$ cat config.mk
export PLATFORM = sky130hd
export DESIGN_NAME = de1_soc_switch_debounce
export DESIGN_NICKNAME = d
export VERILOG_FILES = /design/src/rtl/de1_soc_switch_debounce.sv
export SDC_FILE = /design/constraint.sdc
export NUM_CORES = 1
export LEC_CHECK = 0
export ABC_AREA = 0
export ABC_CLOCK_PERIOD_IN_PS = 5300
export CAP_MARGIN = 20
export CORE_ASPECT_RATIO = 0.5
export CORE_MARGIN = 2
export CORE_UTILIZATION = 52
export DETAILED_ROUTE_END_ITERATION = 6
export GPL_ROUTABILITY_DRIVEN = 0
export PLACE_DENSITY = 0.7
export SLEW_MARGIN = 25
export SYNTH_ARGS = -nofsm -noshare
export SYNTH_HDL_FRONTEND = slang
export SYNTH_SLANG_ARGS = --single-unit
$ cat constraint.sdc
create_clock -name clk -period 5.3 [get_ports clk]
set_input_delay 1.59 -clock clk [delete_from_list [all_inputs] [get_ports clk]]
set_output_delay 1.59 -clock clk [all_outputs]
set_load 0.03 [all_outputs]
$ cat src/rtl/de1_soc_switch_debounce.sv
`default_nettype none
// +--------------------------------------------------------------------------+
// | Module   : de1_soc_switch_debounce                                       |
// | Purpose  : Conditions raw DE1-SoC slide-switch pins for the switches     |
// |            PIO. Each bit passes through a 2-flop synchroniser and an     |
// |            independent debounce counter, giving a glitch-free level      |
// |            vector plus one-cycle change pulses.                          |
// | Ports    : clk         - system clock, rising edge                       |
// |            reset_n     - asynchronous assert, active-low reset           |
// |            sw_raw      - asynchronous switch pins [WIDTH]                |
// |            sw_stable   - debounced level, drives PIO in_port [WIDTH]     |
// |            sw_changed  - one-cycle pulse per bit on level update [WIDTH] |
// |            any_changed - OR of sw_changed, coincident with it            |
// | Revision : 1.0 - initial release                                         |
// +--------------------------------------------------------------------------+
module de1_soc_switch_debounce #(
   parameter int WIDTH           = 10,
   parameter int DEBOUNCE_CYCLES = 50000,
   parameter int CNT_WIDTH       = 16
) (
   input  logic             clk,
   input  logic             reset_n,
   input  logic [WIDTH-1:0] sw_raw,
   output logic [WIDTH-1:0] sw_stable,
   output logic [WIDTH-1:0] sw_changed,
   output logic             any_changed
);

   // Terminal count: a mismatch seen while the counter already holds this
   // value is the DEBOUNCE_CYCLES-th consecutive one, so the new level is
   // accepted on that edge.
   localparam logic [CNT_WIDTH-1:0] c_cnt_max = CNT_WIDTH'(DEBOUNCE_CYCLES - 1);

   logic [WIDTH-1:0] r_sync1;
   logic [WIDTH-1:0] r_sync2;
   logic [WIDTH-1:0] w_stable_nxt;
   logic [WIDTH-1:0] w_changed_nxt;

   // Two-flop synchroniser; only r_sync2 is consumed downstream.
   always_ff @(posedge clk or negedge reset_n) begin
      if (!reset_n) begin
         r_sync1 <= '0;
         r_sync2 <= '0;
      end else begin
         r_sync1 <= sw_raw;
         r_sync2 <= r_sync1;
      end
   end

   for (genvar i = 0; i < WIDTH; i++) begin : g_bit
      logic [CNT_WIDTH-1:0] r_cnt;
      logic                 w_mismatch;
      logic                 w_expire;

      assign w_mismatch = r_sync2[i] ^ sw_stable[i];
      assign w_expire   = w_mismatch && (r_cnt == c_cnt_max);

      // Any agreeing cycle clears the count, so bounce shorter than the
      // debounce window can never accumulate. Clearing on expiry keeps the
      // count bounded by c_cnt_max and prevents wrap-around.
      always_ff @(posedge clk or negedge reset_n) begin
         if (!reset_n) begin
            r_cnt <= '0;
         end else if (!w_mismatch || w_expire) begin
            r_cnt <= '0;
         end else begin
            r_cnt <= r_cnt + 1'b1;
         end
      end

      assign w_stable_nxt[i]  = w_expire ? r_sync2[i] : sw_stable[i];
      assign w_changed_nxt[i] = w_expire;
   end

   // All outputs come straight from flops; any_changed is formed from the
   // next-state pulse vector so it lines up with sw_changed.
   always_ff @(posedge clk or negedge reset_n) begin
      if (!reset_n) begin
         sw_stable   <= '0;
         sw_changed  <= '0;
         any_changed <= 1'b0;
      end else begin
         sw_stable   <= w_stable_nxt;
         sw_changed  <= w_changed_nxt;
         any_changed <= |w_changed_nxt;
      end
   end

endmodule
`default_nettype wire

==> metrics.txt <==
Synthesized Nets=between 800 and 900; family with the most delay on the worst path=buffers and inverters; WL per Instance=between 10 and 15 microns; synthesized area=between 8000 and 9000 sq um; final antenna-violating net count=0; EDFF count, synth=0; Syn Area/Cell=~11 sq um; vias in the first global route=around 5,700; worst vdd ir=around 0.20 mV; outcome=completed; Overflow after GRT=0; vias per cell=5.26; Fin. Hold Viols=0; FF+latch count, synth=~200; period utilization=59.6%; clk slew on worst S/H paths=roughly 0.06 ns; clk root buf=clkbuf_16; cell taking the most area after synthesis=dfrtp_1; Post-route DRC=0; DR iter-0 viols=approximately 300; Yosys cell types=30; final wirelength=around 15,000 microns; main flop type after synthesis=dfrtp_1; Critical Path End Type=output port; max_slew headroom=between 50 and 60%; Yosys warning total=0; # resized after CTS=0; Mapped Cells=between 800 and 900; count leader, synth=dfrtp_1; setup TNS=0 ns; DIE AREA=18,200 sq um; Tmin final=3.16 ns; core area=~17,000 sq um; power density cells=293 nW/um^2; largest net degree at the start of global routing=about 130; Worst Hold Class=flop to flop; post-detail-place hpwl=approximately 10000 microns; Post-CTS Hold Buffers=0; number of port buffers=32; Total Routing Usage GR=roughly 18%; share of flip-flops with an asynchronous set or reset after synthesis=100%; layout cells sized above 1=between 5 and 6%; post-synth top area share=56.7%; starting density of the core=a little over half; drt first pass iters=4; WP buf/inv=1; CP cell instances=clkdlybuf4s50_1; Max Fclk=around 0.32 GHz; Inserted Diodes=0; first-pass GRT wire length=approximately 26,000 microns; clk buf depth=3; RSZ-0062 raised after global routing=no; fillers=about 1,300; number of antenna violations at the first check in global routing=1; CTS tree=yes; total CTS buffers=19; die width=approximately 190 microns; # IOs=33; CP max stage delay=about 0.69 ns; Worst-Margin Slew=about 0.69 ns; worst-path cell with the longest stage delay=clkdlybuf4s50_1; setup bufs post-CTS=0; Worst-Skew Late Latency=0.48 ns; max_cap viols=0; max-slew violations=0; crit path kind=flop to output port; Max Clock Skew=between 0.008 and 0.009 ns; Commonest cells post-synth=dfrtp_1, nor2_1, xnor2_1, nand3_1, xor2_1; Die Y-Extent=a little under 100 microns; fin nets=around 910; worst endpoint required time=around 3.7 ns; final setup violating endpoints=0; Leak Pwr=between 4 and 5 nW; CTS sink count=between 200 and 250; startpoint class of the critical path=flop; worst hold margin=about 0.35 ns; via count=~6,000; Area Growth Syn to Fin=13.4%; crit path max fanout=4; register area share after synthesis=between 50% and 60%; data arrival time of the critical path=between 1.5 and 2 ns; htree depth=1; synth top area cells=dfrtp_1, xnor2_1, nor2_1, xor2_1, nand3_1; FP Rows=33
[path summary, 6_finish.rpt]
path	from	end	slack, ns	cells past startpoint
max	sw_stable[7]$_DFFE_PN0P_	sw_stable[7]	2.14	1
min	r_sync1[9]$_DFF_PN0_	r_sync2[9]$_DFF_PN0_	0.35	0
max reg2reg	g_bit[3].r_cnt[0]$_DFF_PN0_	any_changed$_DFF_PN0_	2.89	6
min reg2reg	r_sync1[9]$_DFF_PN0_	r_sync2[9]$_DFF_PN0_	0.35	0
max in group asynchronous	reset_n	g_bit[9].r_cnt[7]$_DFF_PN0_	3.54	2
min in group asynchronous	reset_n	r_sync2[2]$_DFF_PN0_	1.00	1
[cells by family (layout without fill, tap and decap cells)]
| kind of cell | count (synthesis) | count (layout) | synth area share (%) |
|---|---|---|---|
| flip-flops | 201 | 201 | 56.7 |
| adder cells (fa/ha/maj) | 10 | 10 | 1.41 |
| AND/OR/NAND/NOR | 438 | 438 | 24.3 |
| AO/OA/AOI/OAI | 3 | 3 | 0.212 |
| buffers and inverters | 28 | 81 | 1.20 |
| XOR/XNOR | 151 | 151 | 14.9 |
| multiplexers | 10 | 10 | 1.27 |
[through the flow]
stage / std cells / instance area (sq um) / util, % / power, W / worst slack, ns
floorplan: 841 / 8870 / - / 0.00165 / 3.18
global placement: 1089 / 9450 / 57.2 / 0.00170 / 2.55
detailed placement: 1089 / 9450 / 57.2 / 0.00171 / 2.53
global route: 1121 / 10100 / 60.9 / 0.00307 / 2.09
CTS: 1120 / 10000 / 60.7 / 0.00299 / 2.12
finish: 1121 / 10100 / 60.9 / 0.00295 / 2.14
[per-layer routing]
metal	vias to the layer above	GRT usage (%)	share of wire, %
li1	2900	-	-
met1	2894	24.5	50
met2	79	28.8	45
met3	21	3.43	3.3
met4	0	3.84	1.5
met5	-	0	0
[registers in the layout, summed over array words and instances, names as in the netlist]
name / flops
r_sync1: 10
sw_changed: 10
any_changed: 1
g_bit.r_cnt: 160
r_sync2: 10
sw_stable: 10
[power by group]
part	internal (W)	switching (W)	total, W
clock	0.000726	0.000546	0.00127
sequential	0.00156	0.0000205	0.00158
combinational	0.0000327	0.0000650	0.0000977
[cell usage in the layout (no fill, tap or decap)]
cell type and n:
dfrtp_1 201, nor2_1 184, xnor2_1 82, nand3_1 70
xor2_1 69, nand2_1 51, and3_1 42, clkdlybuf4s50_1 31
nor3_1 20, clkbuf_16 19, nand4_1 16, inv_1 16
nor4bb_1 12, nor4_1 10, mux2_2 10, ha_1 10
nor4b_1 9, or2_2 5, clkbuf_8 5, clkbuf_1 4
nand2b_1 3, or3_1 3, and4_1 3, o22ai_1 3
clkinv_2 3, nand4_2 2, nor2b_1 2, or4_1 2
and3_4 1, and4b_4 1, nand4_4 1, and2_1 1
buf_8 1, buf_16 1, buf_12 1
[final cells by class]
| class | count | area, sq um | share of cell area (%) |
|---|---|---|---|
| inverter | 16 | 60.1 | 0.597 |
| sequential | 201 | 5030 | 50.0 |
| timing repair buffer | 34 | 373 | 3.71 |
| tap | 227 | 284 | 2.82 |
| clock buffer | 28 | 559 | 5.56 |
| multi-input combinational | 612 | 3740 | 37.1 |
| clock inverter | 3 | 15.0 | 0.149 |
No activity file was read; power rests on OpenSTA's default activity.
